==> src/rtl/sram_port_arbiter.sv <==
// ----------------------------------------------------------------------------
// sram_port_arbiter
//   Shares one SRAM-like memory port between the CPU instruction master and
//   data master. A request is granted to one master. The grant stays with that
//   master until the slave accepts it. Every accepted transaction pushes its
//   owner ID into an in-order tag FIFO. Each slave response pops the FIFO head,
//   and the response goes to the master that owns that head entry.
//
//   Configuration macro:
//     ARB_ROUND_ROBIN_EN  defined   -> on a tie, grant the master that did not
//                                      win the last accept (DATA wins the first
//                                      tie after reset)
//                         undefined -> fixed priority, DATA wins every tie
//
//   Ports
//     clk, rst                   clock, synchronous active-high reset
//     inst_* / data_*            master request side (req/wr/size/addr/wdata in;
//                                rdata/addr_ok/data_ok out)
//     mem_req/wr/size/addr/wdata slave request, payload of the granted master
//     mem_rdata/addr_ok/data_ok  slave accept and in-order response
//     outstanding                current tag-FIFO occupancy
//     err_unexpected             sticky: response arrived with empty FIFO
// ----------------------------------------------------------------------------
module sram_port_arbiter #(
  parameter int MAX_OUTSTANDING = 4
) (
  input  logic        clk,
  input  logic        rst,
  // instruction master
  input  logic        inst_req,
  input  logic        inst_wr,
  input  logic [1:0]  inst_size,
  input  logic [31:0] inst_addr,
  input  logic [31:0] inst_wdata,
  output logic [31:0] inst_rdata,
  output logic        inst_addr_ok,
  output logic        inst_data_ok,
  // data master
  input  logic        data_req,
  input  logic        data_wr,
  input  logic [1:0]  data_size,
  input  logic [31:0] data_addr,
  input  logic [31:0] data_wdata,
  output logic [31:0] data_rdata,
  output logic        data_addr_ok,
  output logic        data_data_ok,
  // memory slave
  output logic        mem_req,
  output logic        mem_wr,
  output logic [1:0]  mem_size,
  output logic [31:0] mem_addr,
  output logic [31:0] mem_wdata,
  input  logic [31:0] mem_rdata,
  input  logic        mem_addr_ok,
  input  logic        mem_data_ok,
  // status
  output logic [$clog2(MAX_OUTSTANDING+1)-1:0] outstanding,
  output logic        err_unexpected
);

  localparam int PW = (MAX_OUTSTANDING > 1) ? $clog2(MAX_OUTSTANDING) : 1;
  localparam int CW = $clog2(MAX_OUTSTANDING + 1);
  localparam logic [CW-1:0] FULL_CNT = CW'(MAX_OUTSTANDING);
  localparam logic OWN_INST = 1'b0;
  localparam logic OWN_DATA = 1'b1;

  typedef enum logic [1:0] {
    ST_IDLE      = 2'd0,
    ST_LOCK_INST = 2'd1,
    ST_LOCK_DATA = 2'd2
  } state_e;

  state_e          state_q, state_d;
  logic [PW-1:0]   head_q, head_d;
  logic [PW-1:0]   tail_q, tail_d;
  logic [CW-1:0]   count_q, count_d;
  logic            tag_q [MAX_OUTSTANDING];
  logic            err_q, err_d;

  logic            grant_vld;
  logic            grant_own;
  logic            tie_own;
  logic            fifo_full;
  logic            fifo_empty;
  logic            push;
  logic            pop;
  logic            unexpected;
  logic            head_own;

  assign fifo_full  = (count_q == FULL_CNT);
  assign fifo_empty = (count_q == {CW{1'b0}});
  assign head_own   = tag_q[head_q];

`ifdef ARB_ROUND_ROBIN_EN
  logic last_q, last_d;

  // Tie goes to the master that did not win the most recent accept.
  assign tie_own = ~last_q;

  // Remember the owner of every accepted request.
  always_comb begin
    if (push) begin
      last_d = grant_own;
    end else begin
      last_d = last_q;
    end
  end

  // Last-granted register; starts at INST so the first tie goes to DATA.
  always_ff @(posedge clk) begin
    if (rst) begin
      last_q <= OWN_INST;
    end else begin
      last_q <= last_d;
    end
  end
`else
  // Fixed priority: data master always wins a tie.
  assign tie_own = OWN_DATA;
`endif

  // FSM state register.
  always_ff @(posedge clk) begin
    if (rst) begin
      state_q <= ST_IDLE;
    end else begin
      state_q <= state_d;
    end
  end

  // FSM next state: lock onto the winner until the slave accepts it.
  always_comb begin
    state_d = state_q;
    case (state_q)
      ST_IDLE: begin
        if (grant_vld && !mem_addr_ok) begin
          state_d = (grant_own == OWN_DATA) ? ST_LOCK_DATA : ST_LOCK_INST;
        end else begin
          state_d = ST_IDLE;
        end
      end
      ST_LOCK_INST: begin
        if (grant_vld && mem_addr_ok) begin
          state_d = ST_IDLE;
        end else begin
          state_d = ST_LOCK_INST;
        end
      end
      ST_LOCK_DATA: begin
        if (grant_vld && mem_addr_ok) begin
          state_d = ST_IDLE;
        end else begin
          state_d = ST_LOCK_DATA;
        end
      end
      default: state_d = ST_IDLE;
    endcase
  end

  // FSM outputs: grant selection and the muxed slave payload.
  // A full FIFO blocks new grants even when a response pops in the same cycle.
  // In a lock state mem_req follows the owner's req, even if the owner drops it.
  always_comb begin
    grant_vld = 1'b0;
    grant_own = OWN_INST;
    if (rst) begin
      grant_vld = 1'b0;
      grant_own = OWN_INST;
    end else begin
      case (state_q)
        ST_IDLE: begin
          if (fifo_full) begin
            grant_vld = 1'b0;
            grant_own = OWN_INST;
          end else if (inst_req && data_req) begin
            grant_vld = 1'b1;
            grant_own = tie_own;
          end else if (data_req) begin
            grant_vld = 1'b1;
            grant_own = OWN_DATA;
          end else if (inst_req) begin
            grant_vld = 1'b1;
            grant_own = OWN_INST;
          end else begin
            grant_vld = 1'b0;
            grant_own = OWN_INST;
          end
        end
        ST_LOCK_INST: begin
          grant_vld = inst_req;
          grant_own = OWN_INST;
        end
        ST_LOCK_DATA: begin
          grant_vld = data_req;
          grant_own = OWN_DATA;
        end
        default: begin
          grant_vld = 1'b0;
          grant_own = OWN_INST;
        end
      endcase
    end

    mem_req = grant_vld;
    if (!grant_vld) begin
      mem_wr    = 1'b0;
      mem_size  = 2'd0;
      mem_addr  = 32'd0;
      mem_wdata = 32'd0;
    end else if (grant_own == OWN_DATA) begin
      mem_wr    = data_wr;
      mem_size  = data_size;
      mem_addr  = data_addr;
      mem_wdata = data_wdata;
    end else begin
      mem_wr    = inst_wr;
      mem_size  = inst_size;
      mem_addr  = inst_addr;
      mem_wdata = inst_wdata;
    end
  end

  // Accept / response strobes; slave activity during reset is ignored.
  assign push       = grant_vld & mem_addr_ok;
  assign pop        = mem_data_ok & ~rst & ~fifo_empty;
  assign unexpected = mem_data_ok & ~rst & fifo_empty;

  // Route accepts and responses to their owner; the other master stays silent.
  always_comb begin
    inst_addr_ok = push & (grant_own == OWN_INST);
    data_addr_ok = push & (grant_own == OWN_DATA);
    inst_data_ok = pop & (head_own == OWN_INST);
    data_data_ok = pop & (head_own == OWN_DATA);
    if (inst_data_ok) begin
      inst_rdata = mem_rdata;
    end else begin
      inst_rdata = 32'd0;
    end
    if (data_data_ok) begin
      data_rdata = mem_rdata;
    end else begin
      data_rdata = 32'd0;
    end
  end

  // Tag FIFO pointer/count and sticky error next state.
  // Pointers wrap naturally because MAX_OUTSTANDING is a power of two.
  always_comb begin
    head_d  = head_q;
    tail_d  = tail_q;
    count_d = count_q;
    err_d   = err_q;
    if (push) begin
      tail_d = tail_q + PW'(1);
    end else begin
      tail_d = tail_q;
    end
    if (pop) begin
      head_d = head_q + PW'(1);
    end else begin
      head_d = head_q;
    end
    case ({push, pop})
      2'b10:   count_d = count_q + CW'(1);
      2'b01:   count_d = count_q - CW'(1);
      default: count_d = count_q;
    endcase
    if (unexpected) begin
      err_d = 1'b1;
    end else begin
      err_d = err_q;
    end
  end

  // Tag FIFO state and sticky error register.
  always_ff @(posedge clk) begin
    if (rst) begin
      head_q  <= {PW{1'b0}};
      tail_q  <= {PW{1'b0}};
      count_q <= {CW{1'b0}};
      err_q   <= 1'b0;
    end else begin
      head_q  <= head_d;
      tail_q  <= tail_d;
      count_q <= count_d;
      err_q   <= err_d;
    end
  end

  // Tag storage: owner ID written at the tail on each accept.
  always_ff @(posedge clk) begin
    if (rst) begin
      for (int i = 0; i < MAX_OUTSTANDING; i++) begin
        tag_q[i] <= OWN_INST;
      end
    end else if (push) begin
      tag_q[tail_q] <= grant_own;
    end
  end

  // Status outputs read as zero while reset is held.
  assign outstanding    = rst ? {CW{1'b0}} : count_q;
  assign err_unexpected = err_q & ~rst;

endmodule

==> config.mk <==
export PLATFORM = sky130hd
export DESIGN_NAME = sram_port_arbiter
export DESIGN_NICKNAME = d
export VERILOG_FILES = /design/src/rtl/sram_port_arbiter.sv
export SDC_FILE = /design/constraint.sdc
export NUM_CORES = 1
export LEC_CHECK = 0
export ABC_AREA = 1
export BUFFER_PORTS_ARGS = -buffer_cell sky130_fd_sc_hd__buf_4
export CORE_AREA = 2 2 120 122
export CTS_CLUSTER_SIZE = 25
export DETAILED_ROUTE_END_ITERATION = 10
export DIE_AREA = 0 0 122 124
export PLACE_DENSITY_LB_ADDON = 0.15
export SLEW_MARGIN = 20
export SYNTH_ARGS = -nofsm -noshare
export SYNTH_HDL_FRONTEND = slang
export SYNTH_SLANG_ARGS = --single-unit
==> constraint.sdc <==
create_clock -name clk -period 2.95 [get_ports clk]
set_clock_uncertainty 0.15 [all_clocks]
set_input_delay 0.7375 -clock clk [delete_from_list [all_inputs] [get_ports clk]]
set_output_delay 0.7375 -clock clk [all_outputs]
set_load 0.01 [all_outputs]
==> out/results.txt <==
top cells by area, synth - nand2_1 25%, a21oi_1 17%, nor2_1 13%, dfxtp_1 11%, inv_1 7.9%
adder and majority gate portion of the synthesized area - 1.42%
Starting DRT DRC Count - 125
syn_area_per_cell - 5.17 um^2
vias in the first global route - 3423
mux share of post-synthesis cell area - 0%
routed len/inst - 13.2 um
worst hold slack - 0.342 ns
Reg area - 360 um^2
commonest non-fill, non-tap cells in the layout - 324 x buf_4, 154 x nand2_1, 81 x nor2_1, 74 x a21oi_1, 48 x inv_1
CTS Buffer Depth - 2
peak supply drop - 0.000169 V
clock root buffer - clkbuf_16
fin cells - 923
# IOs - 312
status - finished clean
TritonRoute pass-1 iters - 4
worst setup slack after placement - 0.0679 ns
total detailed-routing wirelength - 12200 um
fmax - 345 MHz
Mapped Area - 2280 um^2
fraction of layout cells with a size suffix above 1 - 46.8%
# Post-CTS Setup Buffers - 0
DIE HEIGHT - 124 um
static leakage - 2.80 nW
port buffer count - 311
DRC viols - 0
final hold vios - 0
relative slew slack - 71.0%
Final Max Slew Viols - 0
via count - 3848
filler cell count - 1530
Util after Layout - 35.6%
Post-Syn Nets - 616
Die W - 122 um
clk_lat worst skew - 0.25 ns
Simple-Gate Fraction of Synth Area - 43.8%
Yosys top cell area share - 25.5%
CP Data Arrival Time - 2.01 ns
HP Start - head_q[0]
Num Clock Sinks - 16
R2R Path End - count_q[2]
core area - 13700 um^2
antenna cells - 0
Post-Syn Instances - 442
first-pass GRT wire length - 16800 um
worst-margin pin slew - 0.431 ns
Worst Slack Setup Final - 0.0504 ns
CTS Buf Count - 3
# Max-Cap Violations - 0
flop2flop setup slack - 0.73 ns
CP endpoint - mem_addr[20]
largest family of logic cells by synthesized area - simple AND/OR/NAND/NOR gates
CTS clk-pin slew, worst paths - 0.05 ns
sequential area share after synthesis - 15.8%
min cycle time layout - 2.90 ns
CTS tree - yes
placed cell area - 4780 um^2
Min-Delay Path Class - flop to flop
Core Rows - 43
xor and xnor area share after synthesis - 0.767%
Max Fanout on Critical Path - 26
nature of the critical path startpoint - primary input
pin count of the biggest net entering global routing - 42
total global routing overflow - 0
Die Area - 15100 um^2
H-tree depth - 1
Antenna Nets Post-Route - 0
DR vias/cell - 4.17
commonest non-fill, non-tap cell in the layout - buf_4
Ys Warns - 0
origin of the critical flop-to-flop path - count_q[0]
PD cells - 275 nW/um^2
area of the multi-input gates - 1510 um^2
Nets - 918
Final setup violation count - 0
initial antenna violation count - 0
FF+latch count, synth - 16
Synth cell types - 26
CP Data Required Time - 2.06 ns
Yosys top cell by area - nand2_1
Tot Pwr - 1.34 mW
GP Congestion - 0.872
post-detail-place hpwl - 10500 um
Worst setup EP type - output pin
critical path class - primary input to output pin
Tcrit/Tclk final - 98.3%
setup TNS - 0 ns
Initial Util - 16.7%
fin area - 4880 um^2
R2R depth - 10
gr usage total - 14.0%
Setup crit start - data_req
Placed Instances - 919
area grow syn2layout - 114%
RSZ-0062 raised after global routing - false
complex-gate fraction of the synthesized area - 19.5%
worst min-delay path by stage:
stage	end	slack, ns	depth (start not counted)
global placement	head_q[0]	0.31	1
CTS	count_q[0]	0.34	1
global route	flop	0.38	1
detailed placement	count_q[0]	0.33	1
floorplan	flop	0.30	1
finish	head_q[0]	0.34	1
cell families after synthesis:
family / after synthesis
AO/OA/AOI/OAI: 87
buffers and inverters: 84
AND/OR/NAND/NOR: 251
XOR/XNOR: 2
flip-flops: 16
adder cells (fa/ha/maj): 2
what timing repair did:
item	4_1_cts	5_1_grt
resized for setup	0	3
hold buffers	0	0
endpoints found under the setup margin	0	3
layout make-up:
type                            count  share of cell area (%)
Multi-Input combinational cell    342                    30.9
Sequential cell                    16                    7.39
Tap cell                          180                    4.62
Inverter                           54                    4.15
Timing Repair Buffer              327                    51.1
Clock buffer                        4                    1.82
critical path, cell delays in order:
cell	delay, ns
buf_4	0.12
inv_1	0.04
nor2_1	0.03
nand2_1	0.06
nand2_1	0.08
nand2_2	0.13
buf_4	0.30
nand2_1	0.09
a21oi_1	0.23
buf_4	0.17
report_power, final:
group          switching [mW]  internal, mW
combinational           0.396         0.400
clock                  0.0863         0.206
sequential             0.0130         0.242
total                   0.495         0.849
routing by layer:
metal  GRT usage [%]  up-vias  share of wire, %  wire [um]
li1                -     1957                 -          -
met1            13.7     1672                33       4010
met2            28.6      211                55       6660
met3            4.67        8                12       1430
met4            2.37        0              0.92        112
met5               0        -                 0          0
synth_stat cells (all sizes together):
cell,number
clkbuf,5
clkinv,1
nand2,158
o211ai,1
a21oi,78
xor2,2
fa,1
nand4,5
dfxtp,12
inv,53
buf,25
o21ai,7
a31o,1
nor2,81
edfxtp,4
nand3,5
nor3,2
ha,1
Power figures use the tool's default switching activity.
